## src/rtl/clken_gen.sv

```systemverilog
// Multi-channel fractional clock-enable generator: each channel pulses INC times per DEN clocks
// using a Bresenham accumulator, with a shared base-period phase counter.
module clken_gen #(
  parameter int unsigned NCH = 2,
  parameter int unsigned ACC_W = 8,
  parameter int unsigned DEN = 25,
  parameter logic [NCH*ACC_W-1:0] INC_INIT = {8'd6, 8'd8},
  localparam int unsigned CH_W = (NCH > 1) ? $clog2(NCH) : 1
) (
  input  logic             clk,
  input  logic             reset,
  input  logic             hold,
  input  logic             cfg_we,
  input  logic [CH_W-1:0]  cfg_ch,
  input  logic [ACC_W-1:0] cfg_inc,
  input  logic             cfg_clr,
  output logic             cfg_err,
  output logic [NCH-1:0]   en,
  output logic [NCH-1:0]   en_d,
  output logic             period_start,
  output logic [ACC_W-1:0] phase
);

  localparam int unsigned SUM_W = ACC_W + 1;
  localparam logic [ACC_W:0]   DEN_S = SUM_W'(DEN);
  localparam logic [ACC_W-1:0] DEN_V = ACC_W'(DEN);
  localparam logic [ACC_W-1:0] LAST  = ACC_W'(DEN - 1);
  localparam logic [ACC_W-1:0] ONE   = ACC_W'(1);

  logic [ACC_W-1:0] acc      [NCH];
  logic [ACC_W-1:0] inc      [NCH];
  logic [ACC_W-1:0] init_inc [NCH];
  logic [ACC_W:0]   sum      [NCH];
  logic [ACC_W-1:0] acc_next [NCH];
  logic [NCH-1:0]   hit;
  logic [ACC_W-1:0] phase_next;
  logic             wr_ok;

  always_comb begin
    for (int i = 0; i < NCH; i++) begin
      // Oversized reset increments are clamped so a channel can never exceed one pulse per clock.
      init_inc[i] = (INC_INIT[i*ACC_W +: ACC_W] > DEN_V) ? DEN_V : INC_INIT[i*ACC_W +: ACC_W];
      sum[i]      = {1'b0, acc[i]} + {1'b0, inc[i]};
      hit[i]      = (sum[i] >= DEN_S);
      acc_next[i] = hit[i] ? ACC_W'(sum[i] - DEN_S) : sum[i][ACC_W-1:0];
    end
    phase_next = (phase == LAST) ? '0 : phase + ONE;
    wr_ok      = ({1'b0, cfg_inc} <= DEN_S) && (32'(cfg_ch) < NCH);
  end

  always_ff @(posedge clk) begin
    if (reset) begin
      for (int i = 0; i < NCH; i++) begin
        acc[i] <= '0;
        inc[i] <= init_inc[i];
      end
      en           <= '0;
      en_d         <= '0;
      period_start <= 1'b0;
      phase        <= '0;
      cfg_err      <= 1'b0;
    end else begin
      en_d    <= en;
      cfg_err <= cfg_we & ~wr_ok;
      if (cfg_clr) begin
        for (int i = 0; i < NCH; i++) acc[i] <= '0;
        phase        <= '0;
        en           <= '0;
        period_start <= 1'b1;
      end else if (hold) begin
        en           <= '0;
        period_start <= 1'b0;
      end else begin
        for (int i = 0; i < NCH; i++) acc[i] <= acc_next[i];
        en           <= hit;
        phase        <= phase_next;
        period_start <= (phase_next == '0);
      end
      // The sum above used the old increment; the new one takes effect from the next edge.
      if (cfg_we && wr_ok) inc[cfg_ch] <= cfg_inc;
    end
  end

endmodule

```

## config.mk

```make
export PLATFORM = sky130hd
export DESIGN_NAME = clken_gen
export DESIGN_NICKNAME = d
export VERILOG_FILES = /design/src/rtl/clken_gen.sv
export SDC_FILE = /design/constraint.sdc
export NUM_CORES = 1
export LEC_CHECK = 0
export CAP_MARGIN = 20
export CORE_MARGIN = 8
export CORE_UTILIZATION = 45
export DETAILED_ROUTE_END_ITERATION = 6
export GPL_TIMING_DRIVEN = 0
export PLACE_DENSITY_LB_ADDON = 0.08
export SETUP_SLACK_MARGIN = 0.4
export SLEW_MARGIN = 20
export SYNTH_ARGS = -nofsm -noshare
export SYNTH_HDL_FRONTEND = slang
export SYNTH_SLANG_ARGS = --single-unit
```

## constraint.sdc

```tcl
create_clock -name clk -period 8.36 [get_ports clk]
set_clock_uncertainty 0.05 [all_clocks]
set_input_delay 1.254 -clock clk [delete_from_list [all_inputs] [get_ports clk]]
set_output_delay 1.254 -clock clk [all_outputs]
set_load 0.05 [all_outputs]
```

# Word level (Yosys, flattened, before mapping)
# Memory sizes are Yosys's and may differ from the RTL's.
# Cells that the tools add are included.
# word_totals
register_bits	14
ramBits	32
input_bits	14
out_inout_bits	14
wordCells	51
mem_count	2
# op_classes
addsub	5
order_cmp	3
eq_ne	1
n_mux	24
n_bitwise	6
n_reduce_logical	5
# memory_table
name	depth	width	rd	rd_ports_with_merged_regs	write_ports	line_no	text
acc	2	8	2	0	2	30	logic [ACC_W-1:0] acc [NCH];
inc	2	8	2	0	2	31	logic [ACC_W-1:0] inc [NCH];
# ops
cell	n
8-bit two-way mux	8
8-bit by 8-bit adder with 9-bit output	2
9-bit by 5-bit greater-or-equal comparator with 1-bit output, second input constant	2
1-bit two-way mux	16
8-bit by 5-bit subtractor with 8-bit output, second input constant	2
8-bit by 1-bit adder with 8-bit output, second input constant	1
8-bit by 5-bit equality test with 1-bit output, second input constant	1
8-bit by 5-bit <= comparator with 1-bit output, second input constant	1
8-bit logical NOT	1
8-bit OR reduction	1
1-bit OR	4
3-bit OR reduction	1
2-bit OR reduction	1
1-bit bitwise AND	1
1-bit logical AND	1
1-bit NOT	1

# Depth between registers and ports, before layout
# Gate-level depths: netlist (run 1).
# depth
depth_word	7
ltp_mapped	9
ltp_nobuf	9

# Worst setup path after synthesis (run 1)
# OpenSTA, ideal clock, no wires.
# synth_path
path_type	in2reg
from	input cfg_inc[1]
to	memory inc[0][0], enable pin
setup_ns	0.310
t_arrival_ns	2.444
required_time_ns	8.000
slack_ns	5.556
path_stages	5
n_path_buf	0
cell_sequence	nor2_1 > nor3_1 > nor4_1 > nor4bb_1 > or2_2
# synth_rtl
element	line_no	text
start: declaration	15	input logic [ACC_W-1:0] cfg_inc,
end: declaration	31	

==> results by group, run 1 <==
Cells and area
  • Non-filler instance count after layout: 444
  • Area Growth Syn to Fin: 16.6%
  • Sequential Area: 1240 µm²
  • Count of filler cells inserted in the layout: 649
  • Proportion of layout cells with a drive suffix above 1: 0.0714
  • Number of inserted diodes: 0
  • Nets: 401
  • Footprint of the multi-input gates: 1750 µm²

STA
  • Slew at the pin closest to its max-slew limit: 892 ps
  • Worst hold margin: 437 ps
  • Setup repair after global routing missed its margin: no
  • Endpoints failing hold: 0
  • Final Max Slew Viols: 0
  • Setup Viol. Count Final: 0
  • Fin crit period: 3370 ps
  • Final worst-path cycle share: 0.403
  • Worst slew margin relative to its limit: 0.398
  • Total negative slack: 0 ps
  • Maximum clock frequency: 297 MHz

Global routing
  • Pin count of the biggest net entering global routing: 20
  • Final global-route overflow total: 0
  • GRT Overall Usage: 0.149
  • Initial antenna violation count: 0
  • First-pass GRT wire length: 11.9 mm
  • Number of global-route vias before repair: 2421

Status
  • Result of the run: finished, final reports clean

Floorplanning
  • Initial core utilization: 0.458
  • IO Pins: 28
  • DIE AREA: 9700 µm²
  • Width of the chip: 98.5 µm
  • Height of the chip: 98.5 µm
  • Core region area: 6680 µm²
  • FP Rows: 30

CTS
  • Clock transition at the register clock pins on the worst setup and hold paths after CTS: 90 ps
  • Post-CTS sizing: 0
  • Clock latency on the worst-skew pair: 300 ps
  • Number of buffers inserted for hold repair after clock tree synthesis: 0
  • Buffer levels on the longest clock path: 2
  • CTS buffer count: 5
  • Count of buffers added by post-CTS timing repair for setup: 0
  • Cell chosen for the clock root: sky130_fd_sc_hd__clkbuf_8
  • Sinks on Clock Net: 46
  • TritonCTS clock tree: yes
  • H-tree depth reported by CTS: 2

Logic synthesis
  • Total of warnings raised by yosys: 0
  • Share of flip-flops with an asynchronous set or reset after synthesis: 0
  • Most common library cells after synthesis: 32 x sky130_fd_sc_hd__edfxtp_1, 31 x sky130_fd_sc_hd__o21ai_0, 26 x sky130_fd_sc_hd__nand2_1
  • Post-synthesis compound-gate area fraction: 0.224
  • Number of storage elements in the synthesis netlist: 46
  • Fraction of the mapped netlist area in simple logic gates: 0.192
  • Mux contribution to synthesized area: 0.0229
  • Cell with the most instances after synthesis: sky130_fd_sc_hd__edfxtp_1
  • Post-synthesis cell count: 324
  • Adder and majority cell fraction of the synthesized area: 0.103
  • Top_reg_cell synth: sky130_fd_sc_hd__edfxtp_1
  • Post-synthesis share of cell area spent on xor and xnor gates: 0.0200
  • Most area-hungry cell type in the Yosys netlist: sky130_fd_sc_hd__edfxtp_1
  • Mean cell area of the mapped netlist: 9.45 µm²
  • Post-Syn Area: 3060 µm²
  • Top post-synthesis cells by area: sky130_fd_sc_hd__edfxtp_1 31%, sky130_fd_sc_hd__dfxtp_1 9.2%, sky130_fd_sc_hd__ha_1 9.0%, sky130_fd_sc_hd__o21ai_0 5.1%, sky130_fd_sc_hd__a21oi_1 3.9%
  • Yosys top cell area share: 0.314
  • Combinational family with the most area after synthesis: compound AO/OA/AOI/OAI gates
  • Number of enable flip-flop cells after synthesis: 32
  • Sequential share of the synthesized area: 0.405
  • Count of cell types in the netlist: 58

Run
  • Max-Cap Viols: 0

Setup path
  • Data required time at the worst endpoint: 8310 ps
  • Critical register-to-register path endpoint: acc[0][4]
  • Startpoint of the worst-slack reg-to-reg timing path: inc[0][0]
  • Depth of the most critical reg-to-reg path: 8
  • Startpoint Class: input pin
  • Class of the most critical setup path: in -> reg
  • Worst path arrival time: 3310 ps
  • Capturing element type of the critical path: register
  • Worst Path Max Fanout: 8
  • Ordered cell list for the critical path: clkdlybuf4s50_1 -> nor2_1 -> nor3_1 -> nor4_1 -> nor4bb_1 -> or2_2
  • Reg-to-reg slack, setup: 5110 ps
  • Critical Path Slowest Stage Cell: sky130_fd_sc_hd__nor4bb_1
  • CP max stage delay: 660 ps

Min path
  • Endpoint of the worst hold path: en_d[1]
  • Class of the tightest hold or removal check: reg -> reg
  • Number of cells on the worst hold path: 1
  • Hold Path Origin: en[1]

Route
  • Drt wl/cell: 15.5 µm
  • Number of detailed-routing iterations run before antenna repair: 4
  • Post-detailed-route count of antenna-violating nets: 0
  • DRC violations left: 0
  • Vias: 2543
  • Vias per Instance: 5.73
  • Post-Route WL: 6.90 mm
  • Initial detailed-routing violation count: 159

Place
  • Placer's final routability congestion estimate: 0.853
  • Number of instances in the placed design: 436
  • DP HPWL: 5.10 mm
  • # port buffers: 27

Power and ir drop
  • Leakage dissipation: 1.36 nW
  • Max rail drop VDD: 0.0915 mV
  • Power density over cell area: 181 nW/µm²
==> placed cells by master (no fill, tap or decap), types with 7 or more instances in the layout <==
master and count:
sky130_fd_sc_hd__nand2_1 26, sky130_fd_sc_hd__nand3_1 14, sky130_fd_sc_hd__mux2i_1 7, sky130_fd_sc_hd__nor2_1 19, sky130_fd_sc_hd__inv_1 22, sky130_fd_sc_hd__edfxtp_1 32, sky130_fd_sc_hd__ha_1 22, sky130_fd_sc_hd__a21oi_1 24
sky130_fd_sc_hd__dfxtp_1 14, sky130_fd_sc_hd__o21ai_0 31, sky130_fd_sc_hd__clkdlybuf4s50_1 27
==> cell families (layout without fill, tap and decap cells) <==
group	Yosys count	count (layout)
simple gates	110	110
compound gates	103	103
flops	46	46
buf+inv	26	61
fa+ha+maj	24	24
xor+xnor	7	7
mux	7	7
other cells	1	6
==> metrics by stage <==
step | instance area, µm² | setup WS (ps) | utilization | total power, mW
after floorplan | 3080 | 5560 | - | 0.428
final | 3570 | 4990 | 0.534 | 0.646
after detailed placement | 3450 | 4680 | 0.517 | 0.478
after global routing | 3570 | 4760 | 0.534 | 0.686
after CTS | 3570 | 4960 | 0.534 | 0.648
after global placement | 3450 | 4690 | 0.517 | 0.476
==> per-layer routing <==
layer / global-route usage / routed length [µm] / up-vias
li1: - / - / 1301
met1: 0.205 / 3550 / 1176
met2: 0.228 / 2930 / 59
met3: 0.0324 / 344 / 7
met4: 0.0413 / 78 / 0
met5: 0 / 0 / -
==> flip-flops by register name, indices dropped and copies added (netlist names) <==
signal / flops
acc: 16
en_d: 2
inc: 16
period_start: 1
en: 2
cfg_err: 1
phase: 8
==> where the power goes <==
part / total, mW / switching, mW / internal (mW)
registers: 0.266 / 0.00687 / 0.259
clock network: 0.170 / 0.0807 / 0.0890
logic: 0.210 / 0.129 / 0.0807
==> worst max-delay path, delay by kind of cell <==
family	cells	cell delay [ps]
buf+inv	1	460
simple gates	5	1590
==> worst max path at each step <==
stage,startpoint,endpoint,cells after the start
after global routing,cfg_inc[2],inc[0][7],6
final,cfg_inc[1],inc[0][3],6
after global placement,cfg_inc[1],inc[0][7],6
after floorplan,cfg_inc[1],inc[0][0],5
after detailed placement,hold,phase[5],6
after CTS,hold,acc[0][4],5
==> cell type report <==
type,instances,share of cell area
Inverter,22,0.0231
Clock inverter,3,0.0126
Buffer,4,0.00420
Multi-Input combinational cell,257,0.489
Clock buffer,5,0.0193
Tap cell,80,0.0280
Timing Repair Buffer,27,0.0757
Sequential cell,46,0.348
No activity file was read; power rests on OpenSTA's default activity.
==> run 2, diff against run 1 <==
==> constraint.sdc (replaced) <==
create_clock -name clk -period 2.7 [get_ports clk]
set_clock_uncertainty 0.05 [all_clocks]
set_input_delay 0.405 -clock clk [delete_from_list [all_inputs] [get_ports clk]]
set_output_delay 0.405 -clock clk [all_outputs]
set_load 0.05 [all_outputs]
==> results by group, run 2 (synthesized netlist as in run 1, its figures left out) <==
STA
  • Slew at the pin closest to its max-slew limit: 681 ps (-211 ps)
  • Total negative slack: -675 ps (-675 ps)
  • Final Max Slew Viols: 0 (unchanged)
  • Endpoints failing hold: 0 (unchanged)
  • Fin crit period: 2820 ps
  • Worst slew margin relative to its limit: 0.544 (+0.146)
  • Setup repair after global routing missed its margin: yes
  • Setup Viol. Count Final: 13 (+13)
  • Maximum clock frequency: 354 MHz
  • Setup ws final: -122 ps (-5120 ps)
  • Worst hold margin: 427 ps (-9.16 ps)
  • Final worst-path cycle share: 1.05

Floorplanning
  • FP Rows: 30 (unchanged)
  • Width of the chip: 98.5 µm (unchanged)
  • IO Pins: 28 (unchanged)
  • Initial core utilization: 0.458 (unchanged)
  • Height of the chip: 98.5 µm (unchanged)
  • Core region area: 6680 µm² (unchanged)
  • DIE AREA: 9700 µm² (unchanged)

Power and ir drop
  • Leakage dissipation: 1.53 nW (+13%)
  • Power density over cell area: 583 nW/µm² (+220%)
  • Max rail drop VDD: 0.278 mV (+200%)

Setup path
  • Reg-to-reg slack, setup: -120 ps (-5230 ps)
  • Depth of the most critical reg-to-reg path: 9 (+1)
  • Critical register-to-register path endpoint: acc[0][8]
  • Critical Path Slowest Stage Cell: sky130_fd_sc_hd__or4b_4
  • CP Capture Point: acc[0][8]
  • Worst path arrival time: 2840 ps (-470 ps)
  • Class of the most critical setup path: reg -> reg
  • Ordered cell list for the critical path: ha_2 -> fa_2 -> a211oi_4 -> o211ai_2 -> or4b_4 -> nand4_1 -> buf_4 -> o21ai_2 -> and3_1
  • Buffers and inverters on the worst path: 1 (unchanged)
  • Capturing element type of the critical path: register
  • Startpoint Class: register
  • Instance count on the critical path: 9 (+3)
  • Worst Path Max Fanout: 5 (-3)
  • CP max stage delay: 510 ps (-150 ps)
  • Startpoint of the worst-slack reg-to-reg timing path: inc[1][0]
  • Delay-heaviest family, CP: simple AND/OR/NAND/NOR gates
  • Worst setup path startpoint: inc[1][0]
  • Data required time at the worst endpoint: 2720 ps (-5590 ps)

CTS
  • Clock latency on the worst-skew pair: 300 ps (about the same)
  • Buffer levels on the longest clock path: 2 (unchanged)
  • CTS buffer count: 5 (unchanged)
  • Sinks on Clock Net: 46 (unchanged)
  • Cell chosen for the clock root: sky130_fd_sc_hd__clkbuf_8
  • H-tree depth reported by CTS: 2 (unchanged)
  • TritonCTS clock tree: yes
  • Number of buffers inserted for hold repair after clock tree synthesis: 0 (unchanged)
  • Clock transition at the register clock pins on the worst setup and hold paths after CTS: 90 ps (about the same)

Route
  • Vias: 2669 (+5.0%)
  • Post-Route WL: 7.42 mm (+7.4%)
  • Vias per Instance: 5.75 (+0.43%)
  • Post-detailed-route count of antenna-violating nets: 0 (unchanged)
  • DRC violations left: 0 (unchanged)
  • Initial detailed-routing violation count: 197 (+24%)
  • Number of detailed-routing iterations run before antenna repair: 5 (+1)
  • Drt wl/cell: 16.0 µm (+2.8%)

Cells and area
  • Proportion of layout cells with a drive suffix above 1: 0.208 (+0.137)
  • Sequential Area: 1240 µm² (unchanged)
  • Commonest non-fill, non-tap cells in the layout: 32 x sky130_fd_sc_hd__edfxtp_1, 27 x sky130_fd_sc_hd__clkdlybuf4s50_1, 26 x sky130_fd_sc_hd__nand2_1
  • Number of inserted diodes: 0 (unchanged)
  • Top Registers: acc: 16 flops, inc: 16 flops, phase: 8 flops
  • Nets: 421 (+5.0%)
  • Non-filler instance count after layout: 464 (+4.5%)
  • Count of filler cells inserted in the layout: 573 (-12%)
  • Most common cell after layout, fill and taps aside: sky130_fd_sc_hd__edfxtp_1
  • Area Growth Syn to Fin: 31.6%
  • Footprint of the multi-input gates: 2000 µm² (+14%)

Global routing
  • Number of global-route vias before repair: 2528 (+4.4%)
  • GRT Overall Usage: 0.155 (+0.00586)
  • Final global-route overflow total: 0 (unchanged)
  • Pin count of the biggest net entering global routing: 20 (unchanged)
  • First-pass GRT wire length: 12.2 mm (+2.7%)
  • Initial antenna violation count: 0 (unchanged)

Place
  • # port buffers: 27 (unchanged)
  • Number of instances in the placed design: 436 (unchanged)
  • DP HPWL: 5.19 mm (+1.8%)
  • Worst slack at placement: -175 ps (-4860 ps)
  • Placer's final routability congestion estimate: 0.825 (-3.3%)

Min path
  • Class of the tightest hold or removal check: reg -> reg

Run
  • Max-Cap Viols: 0 (unchanged)

Status
  • Violations in the final reports: negative setup slack
  • Result of the run: finished, violations left
[run 2: cell types whose count changed in the layout (fill, tap and decap cells not counted), moves of 6 or more]
cell | previous run | this run
sky130_fd_sc_hd__o21ai_0 | 31 | 21
sky130_fd_sc_hd__buf_4 | 0 | 13
sky130_fd_sc_hd__a21oi_1 | 24 | 17
sky130_fd_sc_hd__buf_6 | 0 | 6
sky130_fd_sc_hd__a21oi_2 | 1 | 7
sky130_fd_sc_hd__o21ai_2 | 0 | 6
[run 2: where the power goes]
part,internal (mW),total (mW),switching (mW)
registers,0.803,0.826,0.0226
clock network,0.367,0.613,0.246
logic,0.397,0.911,0.514
[run 2: through the flow]
| step | power [mW] | util | instance area (µm²) |
|---|---|---|---|
| 2_1_floorplan | 1.36 | - | 3140 |
| 3_3_place_gp | 1.51 | 0.525 | 3510 |
| 3_5_place_dp | 1.52 | 0.525 | 3510 |
| 4_1_cts | 2.24 | 0.576 | 3850 |
| 5_1_grt | 2.47 | 0.603 | 4030 |
| 6_report | 2.35 | 0.603 | 4030 |
[run 2: timing repair]
action                                  in CTS  in global routing
resized for setup                           27                 18
endpoints found under the setup margin      45                 45
setup buffers                                8                 12
pin swaps                                   13                 17
[run 2: cell type report]
class                   count  area share
clock inverters             3      0.0158
inverters                  22      0.0214
repair buffers             47       0.113
well taps                  80      0.0248
multi-input cells         257       0.496
plain buffers               4     0.00372
clock buffers               5      0.0171
flip-flops and latches     46       0.308
[run 2: metal layers]
metal | share of wire | track usage
met3 | 0.042 | 0.0338
met4 | 0.011 | 0.0484
met2 | 0.45 | 0.233
met5 | 0 | 0
met1 | 0.50 | 0.214
[run 2: worst min path at each step]
stage,from,endpoint,slack (ps),depth (start not counted)
after global routing,en[0],en_d[0],450,1
final,en[0],en_d[0],430,1
after CTS,en[0],en_d[0],430,1
after floorplan,cfg_clr,phase[1],430,1
after global placement,en[0],en_d[0],410,1
after detailed placement,en[0],en_d[0],410,1
